[src/rtl/mem_port_arbiter_pkg.sv]
// Shared types for the I/D memory port arbiter: FSM states, owner codes, abort data.
// The optional busy timeout is enabled with the MEM_ARB_TIMEOUT_EN macro.
package mem_arb_pkg;

  typedef enum logic [1:0] {
    StIdle  = 2'd0,
    StBusyI = 2'd1,
    StBusyD = 2'd2
  } arb_state_e;

  typedef enum logic {
    OwnerI = 1'b0,
    OwnerD = 1'b1
  } owner_e;

  // Read data returned to the owner when a transaction is aborted.
  localparam int unsigned RdataErr = 0;

  function automatic owner_e state_owner(arb_state_e s);
    return (s == StBusyD) ? OwnerD : OwnerI;
  endfunction

endpackage

[src/rtl/mem_port_arbiter_if.sv]
// Bundle of the fetch port, load/store port and unified memory port seen by the arbiter.
// The slave modport is the arbiter's view; master is the surrounding core/memory view.
interface mem_port_arbiter_if #(
  parameter int unsigned AW = 32,
  parameter int unsigned DW = 32
) ();

  logic            i_req;
  logic [AW-1:0]   i_addr;
  logic            i_gnt;
  logic            i_rvalid;
  logic [DW-1:0]   i_rdata;

  logic            d_req;
  logic            d_we;
  logic [DW/8-1:0] d_be;
  logic [AW-1:0]   d_addr;
  logic [DW-1:0]   d_wdata;
  logic            d_gnt;
  logic            d_rvalid;
  logic [DW-1:0]   d_rdata;

  logic            mem_req;
  logic            mem_we;
  logic [DW/8-1:0] mem_be;
  logic [AW-1:0]   mem_addr;
  logic [DW-1:0]   mem_wdata;
  logic            mem_ack;
  logic [DW-1:0]   mem_rdata;

  logic            err;

  modport slave (
    input  i_req, i_addr, d_req, d_we, d_be, d_addr, d_wdata, mem_ack, mem_rdata,
    output i_gnt, i_rvalid, i_rdata, d_gnt, d_rvalid, d_rdata,
    output mem_req, mem_we, mem_be, mem_addr, mem_wdata, err
  );

  modport master (
    output i_req, i_addr, d_req, d_we, d_be, d_addr, d_wdata, mem_ack, mem_rdata,
    input  i_gnt, i_rvalid, i_rdata, d_gnt, d_rvalid, d_rdata,
    input  mem_req, mem_we, mem_be, mem_addr, mem_wdata, err
  );

endinterface

[src/rtl/mem_port_arbiter.sv]
// Arbitrates one single-ported memory between instruction fetch (I) and load/store (D).
// Define MEM_ARB_TIMEOUT_EN to abort transactions that see no mem_ack within TIMEOUT cycles.
module mem_port_arbiter
  import mem_arb_pkg::*;
#(
  parameter int unsigned AW         = 32,
  parameter int unsigned DW         = 32,
  parameter int unsigned STARVE_MAX = 3
`ifdef MEM_ARB_TIMEOUT_EN
  ,
  parameter int unsigned TIMEOUT    = 16
`endif
) (
  input logic              clk,
  input logic              rst,
  mem_port_arbiter_if.slave bus
);

  localparam int unsigned BW = DW / 8;
  localparam int unsigned SW = (STARVE_MAX > 0) ? $clog2(STARVE_MAX + 1) : 1;
`ifdef MEM_ARB_TIMEOUT_EN
  localparam int unsigned TW = (TIMEOUT > 1) ? $clog2(TIMEOUT) : 1;
`endif

  arb_state_e    state_q, state_d;
  logic [SW-1:0] starve_q, starve_d;
  logic          i_gnt_q, i_gnt_d, d_gnt_q, d_gnt_d;
  logic          i_rvalid_q, i_rvalid_d, d_rvalid_q, d_rvalid_d;
  logic [DW-1:0] i_rdata_q, i_rdata_d, d_rdata_q, d_rdata_d;
  logic          mem_req_q, mem_req_d, mem_we_q, mem_we_d;
  logic [BW-1:0] mem_be_q, mem_be_d;
  logic [AW-1:0] mem_addr_q, mem_addr_d;
  logic [DW-1:0] mem_wdata_q, mem_wdata_d;
  logic          err_q, err_d;
  logic          i_turn;
`ifdef MEM_ARB_TIMEOUT_EN
  logic [TW-1:0] tmo_q, tmo_d;
`endif

  // I is owed the port once D has won STARVE_MAX times in a row over a waiting I.
  assign i_turn = (starve_q == SW'(STARVE_MAX));

  always_comb begin
    state_d     = state_q;
    starve_d    = starve_q;
    i_gnt_d     = 1'b0;
    d_gnt_d     = 1'b0;
    i_rvalid_d  = 1'b0;
    d_rvalid_d  = 1'b0;
    err_d       = 1'b0;
    i_rdata_d   = i_rdata_q;
    d_rdata_d   = d_rdata_q;
    mem_req_d   = mem_req_q;
    mem_we_d    = mem_we_q;
    mem_be_d    = mem_be_q;
    mem_addr_d  = mem_addr_q;
    mem_wdata_d = mem_wdata_q;
`ifdef MEM_ARB_TIMEOUT_EN
    tmo_d       = tmo_q;
`endif

    unique case (state_q)
      StIdle: begin
        if (bus.i_req && (!bus.d_req || i_turn)) begin
          state_d     = StBusyI;
          starve_d    = '0;
          i_gnt_d     = 1'b1;
          mem_req_d   = 1'b1;
          mem_we_d    = 1'b0;
          mem_be_d    = '1;
          mem_addr_d  = bus.i_addr;
          mem_wdata_d = '0;
`ifdef MEM_ARB_TIMEOUT_EN
          tmo_d       = '0;
`endif
        end else if (bus.d_req) begin
          state_d     = StBusyD;
          if (bus.i_req) starve_d = starve_q + 1'b1;
          d_gnt_d     = 1'b1;
          mem_req_d   = 1'b1;
          mem_we_d    = bus.d_we;
          mem_be_d    = bus.d_we ? bus.d_be : '1;
          mem_addr_d  = bus.d_addr;
          mem_wdata_d = bus.d_wdata;
`ifdef MEM_ARB_TIMEOUT_EN
          tmo_d       = '0;
`endif
        end
      end
      StBusyI, StBusyD: begin
        if (bus.mem_ack) begin
          state_d   = StIdle;
          mem_req_d = 1'b0;
          if (state_owner(state_q) == OwnerI) begin
            i_rvalid_d = 1'b1;
            i_rdata_d  = bus.mem_rdata;
          end else begin
            d_rvalid_d = 1'b1;
            d_rdata_d  = mem_we_q ? '0 : bus.mem_rdata;
          end
        end
`ifdef MEM_ARB_TIMEOUT_EN
        else if (tmo_q == TW'(TIMEOUT - 1)) begin
          state_d   = StIdle;
          mem_req_d = 1'b0;
          err_d     = 1'b1;
          if (state_owner(state_q) == OwnerI) begin
            i_rvalid_d = 1'b1;
            i_rdata_d  = DW'(RdataErr);
          end else begin
            d_rvalid_d = 1'b1;
            d_rdata_d  = DW'(RdataErr);
          end
        end else begin
          tmo_d = tmo_q + 1'b1;
        end
`endif
      end
      default: state_d = StIdle;
    endcase
  end

  always_ff @(posedge clk) begin
    if (!rst) begin
      state_q     <= StIdle;
      starve_q    <= '0;
      i_gnt_q     <= 1'b0;
      d_gnt_q     <= 1'b0;
      i_rvalid_q  <= 1'b0;
      d_rvalid_q  <= 1'b0;
      i_rdata_q   <= '0;
      d_rdata_q   <= '0;
      mem_req_q   <= 1'b0;
      mem_we_q    <= 1'b0;
      mem_be_q    <= '0;
      mem_addr_q  <= '0;
      mem_wdata_q <= '0;
      err_q       <= 1'b0;
`ifdef MEM_ARB_TIMEOUT_EN
      tmo_q       <= '0;
`endif
    end else begin
      state_q     <= state_d;
      starve_q    <= starve_d;
      i_gnt_q     <= i_gnt_d;
      d_gnt_q     <= d_gnt_d;
      i_rvalid_q  <= i_rvalid_d;
      d_rvalid_q  <= d_rvalid_d;
      i_rdata_q   <= i_rdata_d;
      d_rdata_q   <= d_rdata_d;
      mem_req_q   <= mem_req_d;
      mem_we_q    <= mem_we_d;
      mem_be_q    <= mem_be_d;
      mem_addr_q  <= mem_addr_d;
      mem_wdata_q <= mem_wdata_d;
      err_q       <= err_d;
`ifdef MEM_ARB_TIMEOUT_EN
      tmo_q       <= tmo_d;
`endif
    end
  end

  assign bus.i_gnt     = i_gnt_q;
  assign bus.d_gnt     = d_gnt_q;
  assign bus.i_rvalid  = i_rvalid_q;
  assign bus.d_rvalid  = d_rvalid_q;
  assign bus.i_rdata   = i_rdata_q;
  assign bus.d_rdata   = d_rdata_q;
  assign bus.mem_req   = mem_req_q;
  assign bus.mem_we    = mem_we_q;
  assign bus.mem_be    = mem_be_q;
  assign bus.mem_addr  = mem_addr_q;
  assign bus.mem_wdata = mem_wdata_q;
`ifdef MEM_ARB_TIMEOUT_EN
  assign bus.err       = err_q;
`else
  assign bus.err       = 1'b0;
`endif

endmodule

[src/flat_wrapper.sv]
// flat-port wrapper written by rule: the top's interface ports become plain ports
module mem_port_arbiter_flat import mem_arb_pkg::*;
#(
  parameter int unsigned AW         = 32,
  parameter int unsigned DW         = 32,
  parameter int unsigned STARVE_MAX = 3

)
  (clk, rst, bus_i_req, bus_i_addr, bus_d_req, bus_d_we, bus_d_be, bus_d_addr, bus_d_wdata, bus_mem_ack, bus_mem_rdata, bus_i_gnt, bus_i_rvalid, bus_i_rdata, bus_d_gnt, bus_d_rvalid, bus_d_rdata, bus_mem_req, bus_mem_we, bus_mem_be, bus_mem_addr, bus_mem_wdata, bus_err);
  mem_port_arbiter_if #(.AW(AW), .DW(DW)) bus_i ();
  input logic clk;
  input logic rst;
  input wire logic [$bits(bus_i.i_req)-1:0] bus_i_req;
  input wire logic [$bits(bus_i.i_addr)-1:0] bus_i_addr;
  input wire logic [$bits(bus_i.d_req)-1:0] bus_d_req;
  input wire logic [$bits(bus_i.d_we)-1:0] bus_d_we;
  input wire logic [$bits(bus_i.d_be)-1:0] bus_d_be;
  input wire logic [$bits(bus_i.d_addr)-1:0] bus_d_addr;
  input wire logic [$bits(bus_i.d_wdata)-1:0] bus_d_wdata;
  input wire logic [$bits(bus_i.mem_ack)-1:0] bus_mem_ack;
  input wire logic [$bits(bus_i.mem_rdata)-1:0] bus_mem_rdata;
  output wire logic [$bits(bus_i.i_gnt)-1:0] bus_i_gnt;
  output wire logic [$bits(bus_i.i_rvalid)-1:0] bus_i_rvalid;
  output wire logic [$bits(bus_i.i_rdata)-1:0] bus_i_rdata;
  output wire logic [$bits(bus_i.d_gnt)-1:0] bus_d_gnt;
  output wire logic [$bits(bus_i.d_rvalid)-1:0] bus_d_rvalid;
  output wire logic [$bits(bus_i.d_rdata)-1:0] bus_d_rdata;
  output wire logic [$bits(bus_i.mem_req)-1:0] bus_mem_req;
  output wire logic [$bits(bus_i.mem_we)-1:0] bus_mem_we;
  output wire logic [$bits(bus_i.mem_be)-1:0] bus_mem_be;
  output wire logic [$bits(bus_i.mem_addr)-1:0] bus_mem_addr;
  output wire logic [$bits(bus_i.mem_wdata)-1:0] bus_mem_wdata;
  output wire logic [$bits(bus_i.err)-1:0] bus_err;
  assign bus_i.i_req = bus_i_req;
  assign bus_i.i_addr = bus_i_addr;
  assign bus_i.d_req = bus_d_req;
  assign bus_i.d_we = bus_d_we;
  assign bus_i.d_be = bus_d_be;
  assign bus_i.d_addr = bus_d_addr;
  assign bus_i.d_wdata = bus_d_wdata;
  assign bus_i.mem_ack = bus_mem_ack;
  assign bus_i.mem_rdata = bus_mem_rdata;
  assign bus_i_gnt = bus_i.i_gnt;
  assign bus_i_rvalid = bus_i.i_rvalid;
  assign bus_i_rdata = bus_i.i_rdata;
  assign bus_d_gnt = bus_i.d_gnt;
  assign bus_d_rvalid = bus_i.d_rvalid;
  assign bus_d_rdata = bus_i.d_rdata;
  assign bus_mem_req = bus_i.mem_req;
  assign bus_mem_we = bus_i.mem_we;
  assign bus_mem_be = bus_i.mem_be;
  assign bus_mem_addr = bus_i.mem_addr;
  assign bus_mem_wdata = bus_i.mem_wdata;
  assign bus_err = bus_i.err;
  mem_port_arbiter #(.AW(AW), .DW(DW), .STARVE_MAX(STARVE_MAX)) u_core (.clk(clk), .rst(rst), .bus(bus_i));
endmodule
[config.mk]
export PLATFORM = sky130hd
export DESIGN_NAME = mem_port_arbiter_flat
export DESIGN_NICKNAME = d
export VERILOG_FILES = /design/src/rtl/mem_port_arbiter_pkg.sv /design/src/rtl/mem_port_arbiter_if.sv /design/src/rtl/mem_port_arbiter.sv /design/src/flat_wrapper.sv
export SDC_FILE = /design/constraint.sdc
export NUM_CORES = 1
export LEC_CHECK = 0
export ABC_AREA = 1
export BUFFER_PORTS_ARGS = -buffer_cell sky130_fd_sc_hd__buf_4
export CORE_UTILIZATION = 47
export DETAILED_ROUTE_END_ITERATION = 10
export HOLD_SLACK_MARGIN = 0.02
export PLACE_DENSITY = 0.91
export SLEW_MARGIN = 15
export SYNTH_ARGS = -nofsm -noshare
export SYNTH_HDL_FRONTEND = slang
export SYNTH_SLANG_ARGS = --single-unit
[constraint.sdc]
create_clock -name clk -period 2.1 [get_ports clk]
set_clock_uncertainty 0.05 [all_clocks]
set_input_delay 0.105 -clock clk [delete_from_list [all_inputs] [get_ports clk]]
set_output_delay 0.105 -clock clk [all_outputs]
set_load 0.05 [all_outputs]
==> results by group <==
Placement
  – Placed cell area: roughly 0.0080 sq mm
  – HPWL after DPL: ~12 mm
  – Gpl congestion: 0.785
  – Buffers on Ports: about 280

Finish
  – Area growth, synth to finish: 70.6%
  – Finished Cell Area: 0.0100 sq mm
  – Layout cells sized above 1: 0.293
  – Nets: between 1000 and 1500
  – Ant. Diodes: 0

Drt
  – DRT Pass-1 Iters: 9
  – DR iter-0 viols: approximately 820
  – Routed Antenna Nets: 0
  – Wire length per cell: around 17 um
  – WL final: between 20 and 25 mm
  – DRC viols: 2
  – Via count: 7285
  – Post-DR vias/cell: 5.34

STA
  – Relative slew slack: 0.624
  – Tmin final: ~2.1 ns
  – Final setup TNS: 0 ns
  – F_max: around 480 MHz
  – # setup viols final: 0
  – Fin. max-slew vios: 0
  – Final period util: 0.982
  – Hold Fails Final Rpt: 0
  – Worst Max-Slew Pin Slew: roughly 0.56 ns

Power
  – Peak VDD IR: about 740 uV
  – Static leakage: a little over 5 nW
  – P per Cell Area: 971 mW/mm^2

Critical path
  – Worst Path Arrival: around 2.3 ns
  – Worst setup SP type: register
  – Crit-path most repeated cell: inv_1
  – Bufs and invs on worst path: 4
  – CP peak stage delay: around 0.58 ns
  – Critical setup path kind: reg2reg
  – CP top delay family: buffers and inverters
  – CP required: 2.35 ns
  – CP endpoint kind: register
  – Critical-path cell list: inv_1 > ha_4 > nand2_2 > nand2_4 > buf_16 > nand3_1 > dlygate4sd3_1 > nand2_1 > inv_1
  – Worst-path maximum fanout: 35
  – CP max stage cell: dlygate4sd3_1

Synthesis
  – Largest family of logic cells by synthesized area: simple AND/OR/NAND/NOR gates
  – Mapped Area: 0.00587 sq mm
  – Proportion of synthesized area in mux cells: 0
  – Register bit total from synthesis: approximately 140
  – Post-Synth XOR/XNOR Area: 0
  – Ys Warns: 0
  – Post-synthesis net count: 938
  – Syn avg cell area: ~7.4 sq um
  – Simple-gate portion of the synthesized area: 0.273
  – Yosys cell types: 21
  – Sequential element share of the synthesized area: 0.485
  – Synth Area in Compound Gates: 0.123
  – Synth Area in Adders: 0.00853
  – Synth Instances: between 700 and 800

Status
  – Status: finished, violations left
  – Failing checks: DRC

Clock tree
  – Clock Sinks: 142
  – Clock insertion delay at the later pin of the skew report: a little over 0.4 ns
  – CTS buffer count: 17
  – CTS root buf: clkbuf_16
  – Max clock buf depth: 2
  – H-Tree Depth: 4
  – Reg clk slew, reported paths: roughly 0.06 ns
  – CTS tree: yes

Die
  – Die Wd: around 110 um
  – Initial core utilization: 0.484
  – Die area: about 0.013 sq mm
  – Num rows: 40
  – Ports: roughly 280
  – Core area: 0.0121 sq mm
  – Die Ht: ~110 um

Global route
  – Initial antenna violation count: 0
  – Grt total ovfl: 0
  – First-pass GRT wire length: roughly 35 mm
  – GRT Overall Usage: 0.351
  – Largest net degree at the start of global routing: 70
  – Vias in the first global route: a little over 7000

Min path
  – Path category of the worst min-delay check: in2reg

Flow run
  – Max-cap viol count: 0
==> metal layers <==
| metal | global-route usage | vias up | wire (um) |
|---|---|---|---|
| li1 | - | 3321 | - |
| met1 | 0.363 | 3400 | 8510 |
| met2 | 0.622 | 459 | 12100 |
| met3 | 0.103 | 105 | 1890 |
| met4 | 0.225 | 0 | 1130 |
| met5 | 0 | - | 0 |
==> power by group <==
group / switching [mW] / internal (mW) / total, mW
sequential: 0.184 / 3.03 / 3.21
combinational: 2.22 / 1.17 / 3.39
clock: 1.21 / 1.90 / 3.12
total: 3.62 / 6.10 / 9.72
==> state kept, by name, indices dropped and copies added, names as in the netlist, 2 cells and up <==
name and cells:
u_core.bus.mem_be 4, u_core.bus.mem_addr 32, u_core.bus.i_rdata 32, u_core.state_q 2, u_core.bus.mem_wdata 32, u_core.starve_q 2, u_core.bus.d_rdata 32
==> cells in the mapped netlist <==
cell      count  area share
a21oi_1      27       0.023
a21oi_2      10       0.015
buf_2        19       0.016
buf_4         9       0.012
buf_6         3      0.0058
clkbuf_1     29       0.019
conb_1        1     0.00064
dfxtp_1     142        0.48
ha_1          4      0.0085
inv_1        90       0.058
inv_2         1     0.00064
nand2_1     149       0.095
nand2_2       1      0.0011
nand2_4       1      0.0019
nand3_1     123        0.10
nand3_2      10       0.017
nand3b_1      1      0.0013
nand4_1       5      0.0053
nor2_1       70       0.045
nor3_1        1     0.00085
o21ai_0     100       0.085
==> cell usage in the layout (no fill, tap or decap), drive strengths merged <==
cell,n
a21oi,37
buf,291
bufinv,3
clkbuf,20
clkinv,7
clkinvlp,2
conb,1
dfxtp,142
dlygate4sd3,136
ha,4
inv,92
nand2,151
nand3,133
nand3b,1
nand4,5
nor2,70
nor3,1
o21ai,100
==> final timing paths <==
check                                          to  slack (ns)                                  from  cells after the start
min reg2reg  u_core.bus.mem_wdata[0]$_SDFFE_PN0P_        0.42  u_core.bus.mem_wdata[0]$_SDFFE_PN0P_                      2
max reg2reg   u_core.bus.mem_addr[6]$_SDFFE_PN0P_        0.04        u_core.state_q[1]$_SDFFE_PN0P_                      9
min          u_core.bus.mem_addr[25]$_SDFFE_PN0P_        0.24                             bus_i_req                      5
max           u_core.bus.mem_addr[6]$_SDFFE_PN0P_        0.04        u_core.state_q[1]$_SDFFE_PN0P_                      9
==> metrics by stage <==
| step | hold slack, ns | worst slack (ns) | power (mW) | instances | utilization |
|---|---|---|---|---|---|
| finish | 0.244 | 0.0378 | 9.72 | 1364 | 0.826 |
| global route | 0.275 | -0.0239 | 10.0 | 1364 | 0.826 |
| CTS | 0.195 | 0.0226 | 9.46 | 1361 | 0.821 |
| detailed placement | 0.291 | 0.363 | 6.14 | 1193 | 0.658 |
| global placement | 0.286 | 0.442 | 6.10 | 1193 | 0.658 |
| floorplan | 0.190 | 0.558 | 5.22 | 796 | - |
==> worst min-delay path, cell delays in order <==
cell     delay [ns]
buf_4          0.24
nand3_1        0.14
nand3_1        0.09
nand2_1        0.06
inv_1          0.03
==> layout make-up <==
type                            count  area (sq um)
Sequential cell                   142          2840
Fill cell                         653          2100
Tap cell                          168           210
Clock buffer                       19           443
Inverter                           91           342
Timing Repair Buffer              428          3610
Clock inverter                     13           164
Multi-Input combinational cell    503          2390
==> logic make-up (layout without fill, tap and decap cells) <==
family	count (synthesis)	in the layout
compound gates	137	137
fa+ha+maj	4	4
buf+inv	151	551
flops	142	142
other cells	1	1
simple gates	361	361
==> timing repair <==
action                                 4_1_cts  5_1_grt
setup endpoints to repair                    0       18
resized for setup                            0        7
hold buffers                               136        0
endpoints found under the hold margin      137        0
buffers inserted                             0        2
No activity file was read; power rests on OpenSTA's default activity.
